### src/rtl/parking_gate_arbiter.sv
// Single-gate arbiter for the car park: grants entry/exit one at a time, holds the barrier
// open until the car passes or a timeout fires, and tracks lot occupancy against CAPACITY.
module parking_gate_arbiter #(
    parameter int CAPACITY     = 8,
    parameter int CNT_W        = $clog2(CAPACITY + 1),
    parameter int OPEN_TIMEOUT = 16,
    parameter int CLOSE_CYCLES = 2
) (
    input  logic             clk,
    input  logic             reset,
    input  logic             entry_req,
    input  logic             exit_req,
    input  logic             car_passed,
    output logic             entry_grant,
    output logic             exit_grant,
    output logic             gate_open,
    output logic [CNT_W-1:0] occupancy,
    output logic             lot_full,
    output logic             lot_empty,
    output logic             timeout_err,
    output logic             busy
);

    localparam int TMR_W = $clog2(OPEN_TIMEOUT);
    localparam int CLS_W = (CLOSE_CYCLES > 1) ? $clog2(CLOSE_CYCLES) : 1;
    localparam logic [TMR_W-1:0] TMR_LAST = TMR_W'(OPEN_TIMEOUT - 1);
    localparam logic [CLS_W-1:0] CLS_LAST = CLS_W'(CLOSE_CYCLES - 1);
    localparam logic [CNT_W-1:0] OCC_MAX  = CNT_W'(CAPACITY);

    typedef enum logic [1:0] {IDLE, WAIT_IN, WAIT_OUT, CLOSING} state_t;
    typedef enum logic {DIR_ENTRY, DIR_EXIT} dir_t;

    state_t           r_state,       w_state_nxt;
    logic [TMR_W-1:0] r_timer,       w_timer_nxt;
    logic [CLS_W-1:0] r_close_cnt,   w_close_cnt_nxt;
    logic [CNT_W-1:0] r_occ,         w_occ_nxt;
    logic             r_entry_grant, w_entry_grant_nxt;
    logic             r_exit_grant,  w_exit_grant_nxt;
    logic             r_gate_open,   w_gate_open_nxt;
    logic             r_timeout_err, w_timeout_err_nxt;
    dir_t             r_last_served, w_last_served_nxt;

    logic w_elig_in, w_elig_out, w_serve_in, w_serve_out;

    assign lot_full  = (r_occ == OCC_MAX);
    assign lot_empty = (r_occ == '0);
    assign busy      = (r_state != IDLE);

    // Eligibility keeps occupancy inside 0..CAPACITY, so the counter never needs saturation.
    assign w_elig_in   = entry_req & ~lot_full;
    assign w_elig_out  = exit_req & ~lot_empty;
    assign w_serve_in  = w_elig_in & (~w_elig_out | (r_last_served == DIR_EXIT));
    assign w_serve_out = w_elig_out & ~w_serve_in;

    always_comb begin
        // NOTE: every signal gets a default before the case so no path can infer a latch.
        w_state_nxt       = r_state;
        w_timer_nxt       = r_timer;
        w_close_cnt_nxt   = r_close_cnt;
        w_occ_nxt         = r_occ;
        w_entry_grant_nxt = 1'b0;
        w_exit_grant_nxt  = 1'b0;
        w_gate_open_nxt   = r_gate_open;
        w_timeout_err_nxt = 1'b0;
        w_last_served_nxt = r_last_served;

        case (r_state)
            IDLE: begin
                w_gate_open_nxt = 1'b0;
                if (w_serve_in) begin
                    w_state_nxt       = WAIT_IN;
                    w_entry_grant_nxt = 1'b1;
                    w_gate_open_nxt   = 1'b1;
                    w_timer_nxt       = '0;
                    w_last_served_nxt = DIR_ENTRY;
                end else if (w_serve_out) begin
                    w_state_nxt       = WAIT_OUT;
                    w_exit_grant_nxt  = 1'b1;
                    w_gate_open_nxt   = 1'b1;
                    w_timer_nxt       = '0;
                    w_last_served_nxt = DIR_EXIT;
                end
            end

            WAIT_IN, WAIT_OUT: begin
                // A passing car takes priority over a timeout landing on the same edge.
                if (car_passed) begin
                    w_occ_nxt       = (r_state == WAIT_IN) ? r_occ + CNT_W'(1) : r_occ - CNT_W'(1);
                    w_gate_open_nxt = 1'b0;
                    w_state_nxt     = CLOSING;
                    w_close_cnt_nxt = '0;
                end else if (r_timer == TMR_LAST) begin
                    w_timeout_err_nxt = 1'b1;
                    w_gate_open_nxt   = 1'b0;
                    w_state_nxt       = CLOSING;
                    w_close_cnt_nxt   = '0;
                end else begin
                    w_timer_nxt = r_timer + TMR_W'(1);
                end
            end

            CLOSING: begin
                w_gate_open_nxt = 1'b0;
                if (r_close_cnt == CLS_LAST) begin
                    w_state_nxt = IDLE;
                end else begin
                    w_close_cnt_nxt = r_close_cnt + CLS_W'(1);
                end
            end

            default: w_state_nxt = IDLE;
        endcase
    end

    // NOTE: state registers use non-blocking assignments so all of them update together at the edge.
    always_ff @(posedge clk) begin
        if (reset) begin
            r_state       <= IDLE;
            r_timer       <= '0;
            r_close_cnt   <= '0;
            r_occ         <= '0;
            r_entry_grant <= 1'b0;
            r_exit_grant  <= 1'b0;
            r_gate_open   <= 1'b0;
            r_timeout_err <= 1'b0;
            r_last_served <= DIR_EXIT;
        end else begin
            r_state       <= w_state_nxt;
            r_timer       <= w_timer_nxt;
            r_close_cnt   <= w_close_cnt_nxt;
            r_occ         <= w_occ_nxt;
            r_entry_grant <= w_entry_grant_nxt;
            r_exit_grant  <= w_exit_grant_nxt;
            r_gate_open   <= w_gate_open_nxt;
            r_timeout_err <= w_timeout_err_nxt;
            r_last_served <= w_last_served_nxt;
        end
    end

    assign entry_grant = r_entry_grant;
    assign exit_grant  = r_exit_grant;
    assign gate_open   = r_gate_open;
    assign occupancy   = r_occ;
    assign timeout_err = r_timeout_err;

endmodule

### config.mk
export PLATFORM = sky130hd
export DESIGN_NAME = parking_gate_arbiter
export DESIGN_NICKNAME = d
export VERILOG_FILES = /design/src/rtl/parking_gate_arbiter.sv
export SDC_FILE = /design/constraint.sdc
export NUM_CORES = 1
export LEC_CHECK = 0
export CAP_MARGIN = 0
export CORE_ASPECT_RATIO = 1.25
export CORE_MARGIN = 3
export CORE_UTILIZATION = 23
export CTS_CLUSTER_SIZE = 8
export DETAILED_ROUTE_END_ITERATION = 10
export GPL_ROUTABILITY_DRIVEN = 0
export PLACE_DENSITY = 0.42
export SLEW_MARGIN = 20
export SYNTH_ARGS = -nofsm -noshare
export SYNTH_HDL_FRONTEND = slang
export SYNTH_SLANG_ARGS = --single-unit
export TNS_END_PERCENT = 20
### constraint.sdc
create_clock -name clk -period 2.4 [get_ports clk]
set_input_delay 0.48 -clock clk [delete_from_list [all_inputs] [get_ports clk]]
set_output_delay 0.48 -clock clk [all_outputs]
set_load 0.005 [all_outputs]
* Word level (Yosys, flattened, before mapping)
Index checks and enable logic that the tools add are counted.
Word-level totals: bits in registers 16, input port bits 5, output and inout port bits 11, logic and storage cells 72
Operators by class: add/sub/neg operators 4, equal/unequal tests 10, multiplexer cells 23, bitwise operators 11, reductions and logical operators 15
Operators by type and width (count):
- two-way mux 4 bit | 5
- two-way mux 2 bit | 5
- two-way mux 1 bit | 9
- adder 4 x 1 -> 4 bit, second input constant | 2
- equality test 4 bit, second input constant | 2
- one-hot mux 4 bit (2 select lines) | 1
- nonzero test 2 bit | 4
- != test 2 bit, second input constant | 3
- != test 3 bit, second input constant | 2
- NOT 1 bit | 6
- one-hot mux 2 bit (3 select lines) | 1
- AND reduction 2 bit | 3
- OR reduction 3 bit | 2
- bitwise AND 1 bit | 4
- equality test 2 bit, second input constant | 2
- logical NOT 4 bit | 1
- AND reduction 4 bit | 1
- OR reduction 2 bit | 2
- subtractor 4 x 1 -> 4 bit, second input constant | 1
- one-hot mux 1 bit (3 select lines) | 1
- AND reduction 3 bit | 1
- equality test 2 x 1 -> 1 bit, second input constant | 1
- logical NOT 2 bit | 1
- one-hot mux 1 bit (2 select lines) | 1
- other kinds (2) | 2

* Logic depth before layout (Yosys ltp)
Gate-level depths: netlist of run 1.
word-level depth 11, gate-level depth with buffers 8, mapped depth without buffers 8

* Worst setup path before layout of run 1
Ideal clock, no wire load.
path kind register to register, start point reg r_state[1], end point reg r_occ[3], in the netlist occupancy[3], data arrival time 1.762 ns, data required time 2.279 ns, setup slack 0.517 ns, cell stages (with the launch flop) 9, period minus slack after synthesis 1.883 ns, path through dfxtp_1 inv_1 ha_1 inv_1 ha_1 a21o_1 a21oi_1 mux2i_1 mux2_2
On the way: longest elaborated chain between the ends 3
Ends and longest elaborated chain:
- start: declaration | line 33 | state_t r_state, w_state_nxt;
- start signal: assignment | line 128 | r_state <= w_state_nxt;
- equality test 2 x 1 -> 1 bit or equality test 2 bit (tied branches) | line 67, 88
- OR reduction 2 bit | line 67 | case (r_state)
- AND reduction 2 bit (no source line)
- end signal: assignment | line 131 | r_occ <= w_occ_nxt;
- end: declaration | line 36 | logic [CNT_W-1:0] r_occ, w_occ_nxt;
Several ways; a longest one is shown, not always the timed one. A chain may end at the register's enable or synchronous reset.

* Final worst setup path of run 1
start point reg r_occ[0], in the netlist occupancy[0], end point out lot_empty
On the way: longest elaborated chain between the ends 1
Ends and longest elaborated chain:
- logical NOT 4 bit | line 46 | assign lot_empty = (r_occ == '0);
- end: declaration | line 19 | output logic lot_empty,
No other way between the ends.

==> summary.txt, run 1 <==
Floorplan
  • DIE HEIGHT: 77.8 um
  • Die X: 63.4 um
  • Core outline area: 0.00388 sq mm
  • Site Rows: 25
  • Die ar.: 0.00493 sq mm
  • Initial core utilization: 0.245
  • Num ports: 16

Critical path
  • Slowest cell on crit path: clkdlybuf4s50_1
  • Reg-to-reg startpoint: r_state[0]
  • Worst path depth: 3
  • Crit path DAT: 1.77 ns
  • Reg-to-reg setup timing slack: 0.31 ns
  • Largest stage delay, worst path: 0.52 ns
  • CP Capture Type: primary output
  • Worst R2R Path Depth: 7
  • Element type at the critical path start: register
  • Worst path cell trace: or3_1 > nor2_1 > clkdlybuf4s50_1
  • Worst Path Max Fanout: 8
  • R2R Path End: r_timer[2]
  • Req. time, crit path: 1.92 ns
  • Delay-heaviest family, CP: simple AND/OR/NAND/NOR gates
  • Worst path bufs/invs: 1
  • WS Path Type: reg2out

Synth
  • Most used DFF post-synth: dfxtp_1
  • Synth cell count leaders: dfxtp_1, a21oi_1, nand3_1, nor2_1
  • Synth Warn #: 0
  • Syn_nets: 126
  • Yosys top cell area share: 0.338
  • Post-Syn Instances: 113
  • Synth Register Bits: 16
  • Async set-reset flop share out of synthesis: 0
  • Top-count cell post-synth: dfxtp_1
  • Post-synthesis sequential area ratio: 0.338
  • Leading area contributor after synthesis: dfxtp_1
  • Cell variety after synth: 38
  • Cells taking the most area after synthesis: dfxtp_1, ha_1, a21oi_1
  • Syn Area/Cell: 8.39 sq um
  • Mapped cell area: 948 sq um
  • Number of enable flip-flop cells after synthesis: 0

CTS
  • Insertion delay to the later sink of the worst-skew pair: 0.25 ns
  • Clock transition at path regs: 0.06 ns
  • Setup bufs post-CTS: 0
  • Max Root-Sink Buffers: 2
  • CTS resizes: 0
  • CTS buffer count: 3
  • CTS H-tree lvls: 1
  • TritonCTS clock tree: yes
  • CTS Root Cell: clkbuf_8
  • CTS Hold Bufs: 0
  • TritonCTS Sinks: 16

Timing
  • Worst Setup Slack, final: 0.148 ns
  • FMAX: 444 MHz
  • Slew Limit Fails: 0
  • Fin. Hold Viols: 0
  • Relative slew slack: 0.702
  • Fin crit share: 0.938
  • Final min period: 2.25 ns
  • Worst slew pin tran: 0.442 ns
  • Final Skew: 0.00248 ns
  • Final setup violation count: 0
  • Post-Route Setup TNS: 0 ns
  • RSZ-0062 raised after global routing: false

Drt
  • Final ANT Viol Nets: 0
  • Vias per cell: 4.66
  • DRC: 0
  • Drt first pass iters: 4
  • Drt wl/cell: 12.2 um
  • Drt total wl: 2.28 mm
  • DRT iter0 DRCs: 61
  • Vias: 871

Pwr
  • Static leakage: 0.483 nW
  • VDD IR-drop max: 0.000700 V
  • Pwr/cell area: 1320 mW/mm^2

Placed design
  • Cells after DPL: 183
  • Placed wire-length estimate: 1.73 mm
  • Post-Place Setup Slack: 0.232 ns
  • IO buf count: 15

Hold path
  • Hold wc startpoint: gate_open
  • Worst Hold Endpoint: gate_open
  • Hold Path Depth: 2
  • Worst hold path class: reg2reg

Status
  • Status: finished, final reports clean

Layout
  • Final Net Count: 147
  • N_diodes: 0
  • Finished Layout Cells: 187
  • Fraction of layout cells with a size suffix above 1: 0.0752
  • Area Overhead vs Synth: 31.4%

Global routing
  • Number of global-route vias before repair: 829
  • Largest net degree at the start of global routing: 19
  • Global route overflow: 0
  • First-pass GRT wire length: 3.93 mm
  • GRT Total Usage: 0.0987
  • Initial antenna violation count: 0

Flow run
  • Maxcap violations: 0
kinds of logic after synthesis:
| family | share of synthesized area |
|---|---|
| buf+inv | 0.0356 |
| xor+xnor | 0.0185 |
| mux | 0.0330 |
| compound gates | 0.194 |
| fa+ha+maj | 0.113 |
| simple gates | 0.268 |
| flops | 0.338 |
metal layers:
layer / global-route usage / vias to the layer above / routed length [um]
li1: - / 452 / -
met5: 0 / - / 0
met1: 0.125 / 407 / 1080
met4: 0.0324 / 0 / 23
met2: 0.161 / 10 / 1110
met3: 0.0260 / 2 / 68
layout make-up:
type	count	area (sq um)
clock buffers	4	55.1
fillers	453	2630
inverters	6	22.5
repair buffers	19	180
well taps	54	67.6
multi-input cells	88	601
flip-flops and latches	16	320
cell usage in the layout (no fill, tap or decap), types with 2 or more instances in the layout:
cell type and instances:
nor4b_1 2, o21ai_0 4, clkbuf_8 4, nor2_1 8, dfxtp_1 16, a21oi_1 11, buf_4 4, inv_1 6
nor2b_1 4, ha_1 7, nand2_1 7, nand2b_1 3, clkdlybuf4s50_1 15, mux2i_1 2, a311o_1 2, nand3_1 8
a21boi_0 2, nor3_1 5
worst reg2reg max path, delay by kind of cell (launching register included):
kind	cells	cell delay, ns
and+or+nand+nor	2	0.63
DFF	1	0.40
adders and majority gates	1	0.40
AOI/OAI and AO/OA	2	0.30
buffers and inverters	2	0.29
how the worst max path moves through the flow:
stage	startpoint	to	slack, ns
after floorplan	r_state[1]	occupancy[3]	0.52
after global placement	car_passed	r_timer[2]	0.31
after detailed placement	car_passed	r_timer[3]	0.23
after CTS	occupancy[0]	lot_full	0.06
after global routing	occupancy[0]	lot_empty	0.05
final	occupancy[0]	lot_empty	0.15
metrics by stage:
step | instance area, sq um | hold slack [ns] | power, mW | util
5_1_grt | 1250 | 0.499 | 1.80 | 0.321
3_5_place_dp | 1180 | 0.468 | 1.40 | 0.305
2_1_floorplan | 948 | 0.456 | 1.04 | -
4_1_cts | 1240 | 0.476 | 1.66 | 0.320
6_report | 1250 | 0.469 | 1.64 | 0.321
3_3_place_gp | 1180 | 0.473 | 1.40 | 0.305
report_power, final:
| part | internal [mW] | total [mW] | switching, mW |
|---|---|---|---|
| clock network | 0.146 | 0.240 | 0.0941 |
| logic | 0.481 | 0.982 | 0.501 |
| registers | 0.341 | 0.418 | 0.0771 |
sequential cells by signal, summed over array words and instances (netlist names):
name and flops:
timeout_err 1, r_last_served 1, gate_open 1, occupancy 4, r_close_cnt 1, entry_grant 1
r_timer 4, exit_grant 1, r_state 2
Note: power is estimated with default switching activity, not from simulation.
==> inputs of run 2 (changes only) <==
--- a/config.mk
+++ b/config.mk
@@ -13,6 +13,7 @@
 export DETAILED_ROUTE_END_ITERATION = 10
 export GPL_ROUTABILITY_DRIVEN = 0
 export PLACE_DENSITY = 0.42
+export SETUP_SLACK_MARGIN = 0.4
 export SLEW_MARGIN = 20
 export SYNTH_ARGS = -nofsm -noshare
 export SYNTH_HDL_FRONTEND = slang
==> constraint.sdc (replaced) <==
create_clock -name clk -period 2.75 [get_ports clk]
set_input_delay 0.55 -clock clk [delete_from_list [all_inputs] [get_ports clk]]
set_output_delay 0.55 -clock clk [all_outputs]
set_load 0.005 [all_outputs]
==> run 2 against run 1 <==
Final cell count shrank 1.6%. Total power shrank 14%. Clock power shrank 11%. Count of clock-buffer cells in the layout is the same. Hold slack lost 0.0030 ns. Routed wire length shrank 0.57%. Via count shrank 0.11%. Critical endpoint unchanged. Utilization shrank 0.52 points. Combinational power shrank 16%. Sequential cell count is the same. Critical path depth is the same. Register-to-register slack gained 0.34 ns.
==> summary.txt, run 2 (synthesis results as in run 1) <==
Status
  • Status: finished, final reports clean

Timing
  • RSZ-0062 raised after global routing: true
  • Final min period: 2.36 ns
  • Post-Route Setup TNS: 0 ns
  • FMAX: 424 MHz
  • Fin. Hold Viols: 0
  • Slew Limit Fails: 0
  • Final Skew: 0.00109 ns
  • Relative slew slack: 0.550
  • Worst Setup Slack, final: 0.391 ns
  • Fin crit share: 0.858
  • Worst slew pin tran: 0.673 ns
  • Final setup violation count: 0

Global routing
  • Global route overflow: 0
  • Number of global-route vias before repair: 841
  • GRT Total Usage: 0.102
  • First-pass GRT wire length: 4.03 mm
  • Largest net degree at the start of global routing: 19
  • Initial antenna violation count: 0

Drt
  • Drt wl/cell: 12.3 um
  • Vias per cell: 4.73
  • Met3 wire len: 65 um
  • Drt first pass iters: 4
  • Final ANT Viol Nets: 0
  • DRC: 0
  • Top Layer Used: met4
  • Vias: 870
  • DRT iter0 DRCs: 51
  • M1 WL: 1.04 mm
  • Drt total wl: 2.27 mm
  • Wire length on met2: 1.13 mm

Layout
  • Fillers: 457
  • Final Net Count: 144
  • Commonest non-fill, non-tap cell in the layout: dfxtp_1
  • N_diodes: 0
  • Fraction of layout cells with a size suffix above 1: 0.0615
  • Area Overhead vs Synth: 29.3%
  • Commonest cells after routing, fill and taps aside: dfxtp_1, clkdlybuf4s50_1, a21oi_1

Critical path
  • Largest stage delay, worst path: 0.53 ns
  • Req. time, crit path: 2.20 ns
  • Worst Path Max Fanout: 8
  • WS Path Type: reg2out
  • Slowest cell on crit path: clkdlybuf4s50_1
  • Delay-heaviest family, CP: simple AND/OR/NAND/NOR gates
  • CP Capture Type: primary output
  • Worst path cell trace: or3_1 > nor2_1 > clkdlybuf4s50_1
  • Worst path bufs/invs: 1
  • Crit path DAT: 1.81 ns
  • Element type at the critical path start: register

Floorplan
  • Core outline area: 0.00388 sq mm
  • Die ar.: 0.00493 sq mm
  • DIE HEIGHT: 77.8 um
  • Die X: 63.4 um
  • Site Rows: 25
  • Num ports: 16
  • Initial core utilization: 0.245

Pwr
  • Clock power frac: 0.151
  • Psw: 0.582 mW
  • Comb pwr share: 0.590
  • VDD IR-drop max: 0.000436 V
  • Seq pwr share: 0.259
  • Static leakage: 0.468 nW
  • Switching Share: 0.414
  • Power Total: 1.40 mW
  • Int Power: 0.822 mW
  • Pwr/cell area: 1150 mW/mm^2

CTS
  • Clock transition at path regs: 0.07 ns
  • TritonCTS clock tree: yes
  • Insertion delay to the later sink of the worst-skew pair: 0.25 ns
  • TritonCTS Sinks: 16
  • CTS Hold Bufs: 0
  • CTS H-tree lvls: 1
  • Max Root-Sink Buffers: 2
  • CTS buffer count: 3
  • CTS Root Cell: clkbuf_8

Placed design
  • Placed wire-length estimate: 1.75 mm
  • IO buf count: 15
  • Post-Place Setup Slack: 0.534 ns

Hold path
  • Worst hold path class: reg2reg

Flow run
  • Maxcap violations: 0
[run 2: power groups by stage]
stage | combinational, mW | sequential (mW) | clock (mW)
after floorplan | 0.545 | 0.363 | 0
after global placement | 0.822 | 0.369 | 0
after detailed placement | 0.831 | 0.369 | 0
after CTS | 0.835 | 0.366 | 0.224
after global routing | 0.944 | 0.377 | 0.236
final | 0.828 | 0.363 | 0.213
[run 2: final cells by class]
| cell class | count | area, sq um | share of cell area |
|---|---|---|---|
| clock buffers | 4 | 55.1 | 0.0449 |
| flip-flops and latches | 16 | 320 | 0.261 |
| multi-input cells | 88 | 603 | 0.492 |
| inverters | 6 | 22.5 | 0.0184 |
| well taps | 54 | 67.6 | 0.0551 |
| repair buffers | 16 | 158 | 0.129 |
[run 2: per-stage QoR]
step	instances	hold WS, ns	area (sq um)	util
global placement	180	0.473	1160	0.300
finish	184	0.466	1230	0.316
detailed placement	180	0.463	1160	0.300
CTS	184	0.471	1220	0.315
global route	184	0.497	1230	0.316
floorplan	113	0.456	948	-
[run 2: worst paths after layout]
path	start	to	slack (ns)	depth (start not counted)
max	occupancy[0]	lot_empty	0.39	3
min	gate_open	gate_open	0.47	2
max reg2reg	r_state[0]	r_timer[2]	0.65	6
min reg2reg	gate_open	gate_open	0.47	2
[run 2: worst register-to-register path, cell delays in order, from the launching register on]
cell      delay, ns
dfxtp_1        0.40
inv_1          0.09
ha_2           0.48
nor2b_1        0.29
a21boi_1       0.17
or4_1          0.48
a21oi_1        0.12
[run 2: repair_timing]
| action | 4_1_cts | 5_1_grt |
|---|---|---|
| buffers inserted | 0 | 0 |
| endpoints found under the hold margin | 0 | 0 |
| resized for setup | 1 | 1 |
| endpoints found under the setup margin | 2 | 4 |
[run 2: per-layer routing]
metal  up-vias  track usage
met5         -            0
met4         0       0.0389
met3         2       0.0304
met2        11        0.170
met1       410        0.123
li1        447            -
==> inputs of run 3 (changes only) <==
--- a/config.mk
+++ b/config.mk
@@ -14,6 +14,7 @@
 export GPL_ROUTABILITY_DRIVEN = 0
 export PLACE_DENSITY = 0.42
 export SETUP_SLACK_MARGIN = 0.4
+export SKIP_CTS_REPAIR_TIMING = 1
 export SLEW_MARGIN = 20
 export SYNTH_ARGS = -nofsm -noshare
 export SYNTH_HDL_FRONTEND = slang
==> constraint.sdc (replaced) <==
create_clock -name clk -period 2.88 [get_ports clk]
set_input_delay 0.576 -clock clk [delete_from_list [all_inputs] [get_ports clk]]
set_output_delay 0.576 -clock clk [all_outputs]
set_load 0.005 [all_outputs]
==> run 3 against run 2 <==
Via count up 0.11%. Routed wire length down 0.40%. First-iteration DRC count down 49%. Clock skew up 0.0014 ns. Cell area down 0.20%. Hold slack worse by 0.0011 ns. Setup slack better by 0.14 ns. Critical path depth unchanged. Count of clock-buffer cells in the layout unchanged. Sequential power down 4%.
==> summary.txt, run 3 (synthesis results as in run 1) <==
Status
  • Status: finished, final reports clean

Drt
  • DRT iter0 DRCs: 26
  • Drt first pass iters: 4
  • Vias: 871
  • Vias per cell: 4.73
  • Drt wl/cell: 12.3 um
  • DRC: 0
  • Final ANT Viol Nets: 0
  • Drt total wl: 2.26 mm

Floorplan
  • Die ar.: 0.00493 sq mm
  • Core outline area: 0.00388 sq mm
  • Num ports: 16
  • Die X: 63.4 um
  • Initial core utilization: 0.245
  • DIE HEIGHT: 77.8 um
  • Site Rows: 25

Pwr
  • Pwr/cell area: 1090 mW/mm^2
  • Comb pwr share: 0.588
  • Static leakage: 0.469 nW
  • Clock power frac: 0.151
  • Psw: 0.555 mW
  • Int Power: 0.780 mW
  • Seq pwr share: 0.261
  • Power Total: 1.33 mW
  • Switching Share: 0.416
  • VDD IR-drop max: 0.000441 V

Timing
  • Final setup violation count: 0
  • Worst slew pin tran: 0.701 ns
  • Relative slew slack: 0.531
  • Fin. Hold Viols: 0
  • RSZ-0062 raised after global routing: false
  • Slew Limit Fails: 0
  • Final min period: 2.35 ns
  • Worst Setup Slack, final: 0.529 ns
  • Final Skew: 0.00245 ns
  • FMAX: 425 MHz
  • Fin crit share: 0.816
  • Post-Route Setup TNS: 0 ns

Layout
  • Fraction of layout cells with a size suffix above 1: 0.0538
  • Fin area: 0.00122 sq mm
  • Area Overhead vs Synth: 29.0%
  • Commonest non-fill, non-tap cell in the layout: dfxtp_1
  • Finished Layout Cells: 184
  • Commonest cells after routing, fill and taps aside: dfxtp_1, clkdlybuf4s50_1, a21oi_1
  • N_diodes: 0
  • Final Net Count: 144

Global routing
  • Number of global-route vias before repair: 830
  • First-pass GRT wire length: 3.97 mm
  • GRT Total Usage: 0.100
  • Global route overflow: 0
  • Initial antenna violation count: 0
  • Largest net degree at the start of global routing: 19

CTS
  • CTS Root Cell: clkbuf_8
  • TritonCTS Sinks: 16
  • Clock transition at path regs: 0.07 ns
  • TritonCTS clock tree: yes
  • CTS buffer count: 3
  • CTS H-tree lvls: 1
  • Max Root-Sink Buffers: 2
  • Insertion delay to the later sink of the worst-skew pair: 0.25 ns

Critical path
  • Worst Path Max Fanout: 8
  • WS Path Type: reg2out
  • Element type at the critical path start: register
  • Req. time, crit path: 2.30 ns
  • Crit path DAT: 1.78 ns
  • CP Capture Type: primary output

Hold path
  • Worst hold path class: reg2reg

Placed design
  • Dpl cell area: 0.00116 sq mm
  • Placed wire-length estimate: 1.72 mm
  • IO buf count: 15
  • Cells after DPL: 180
  • Post-Place Setup Slack: 0.632 ns

Flow run
  • Maxcap violations: 0
[run 3: cell counts in the layout (fill, tap and decap cells not counted)]
Identical to the previous run, type by type.
[run 3: power groups by stage]
| stage | Combinational, mW | Clock (mW) | Sequential, mW |
|---|---|---|---|
| finish | 0.785 | 0.202 | 0.348 |
| floorplan | 0.520 | 0 | 0.346 |
| detailed placement | 0.791 | 0 | 0.353 |
| global route | 0.890 | 0.225 | 0.361 |
| CTS | 0.794 | 0.212 | 0.348 |
| global placement | 0.785 | 0 | 0.353 |
[run 3: worst paths after layout]
path                startpoint    endpoint  slack (ns)  depth (start not counted)
setup / recovery  occupancy[0]   lot_empty        0.53                          3
hold / removal       gate_open   gate_open        0.47                          2
setup reg to reg    r_state[0]  r_timer[2]        0.66                          6
hold reg to reg      gate_open   gate_open        0.47                          2
[run 3: cell type report]
class | instances | area (sq um)
repair buffers | 16 | 158
clock buffers | 4 | 55.1
multi-input cells | 88 | 601
well taps | 54 | 67.6
fillers | 450 | 2660
inverters | 6 | 22.5
flip-flops and latches | 16 | 320
[run 3: through the flow]
| stage | utilization | hold slack [ns] |
|---|---|---|
| 2_1_floorplan | - | 0.456 |
| 3_3_place_gp | 0.300 | 0.473 |
| 3_5_place_dp | 0.300 | 0.463 |
| 4_1_cts | 0.314 | 0.471 |
| 5_1_grt | 0.315 | 0.495 |
| 6_report | 0.315 | 0.465 |
[run 3: critical path: stages (launching register included)]
cell and delay (ns):
dfxtp_1 0.41, or3_1 0.45, nor2_1 0.15, clkdlybuf4s50_1 0.52
[run 3: layer usage]
| layer | global-route usage | vias to the layer above | routed length [um] |
|---|---|---|---|
| li1 | - | 451 | - |
| met1 | 0.124 | 409 | 1080 |
| met2 | 0.167 | 9 | 1130 |
| met3 | 0.0260 | 2 | 38 |
| met4 | 0.0324 | 0 | 23 |
| met5 | 0 | - | 0 |
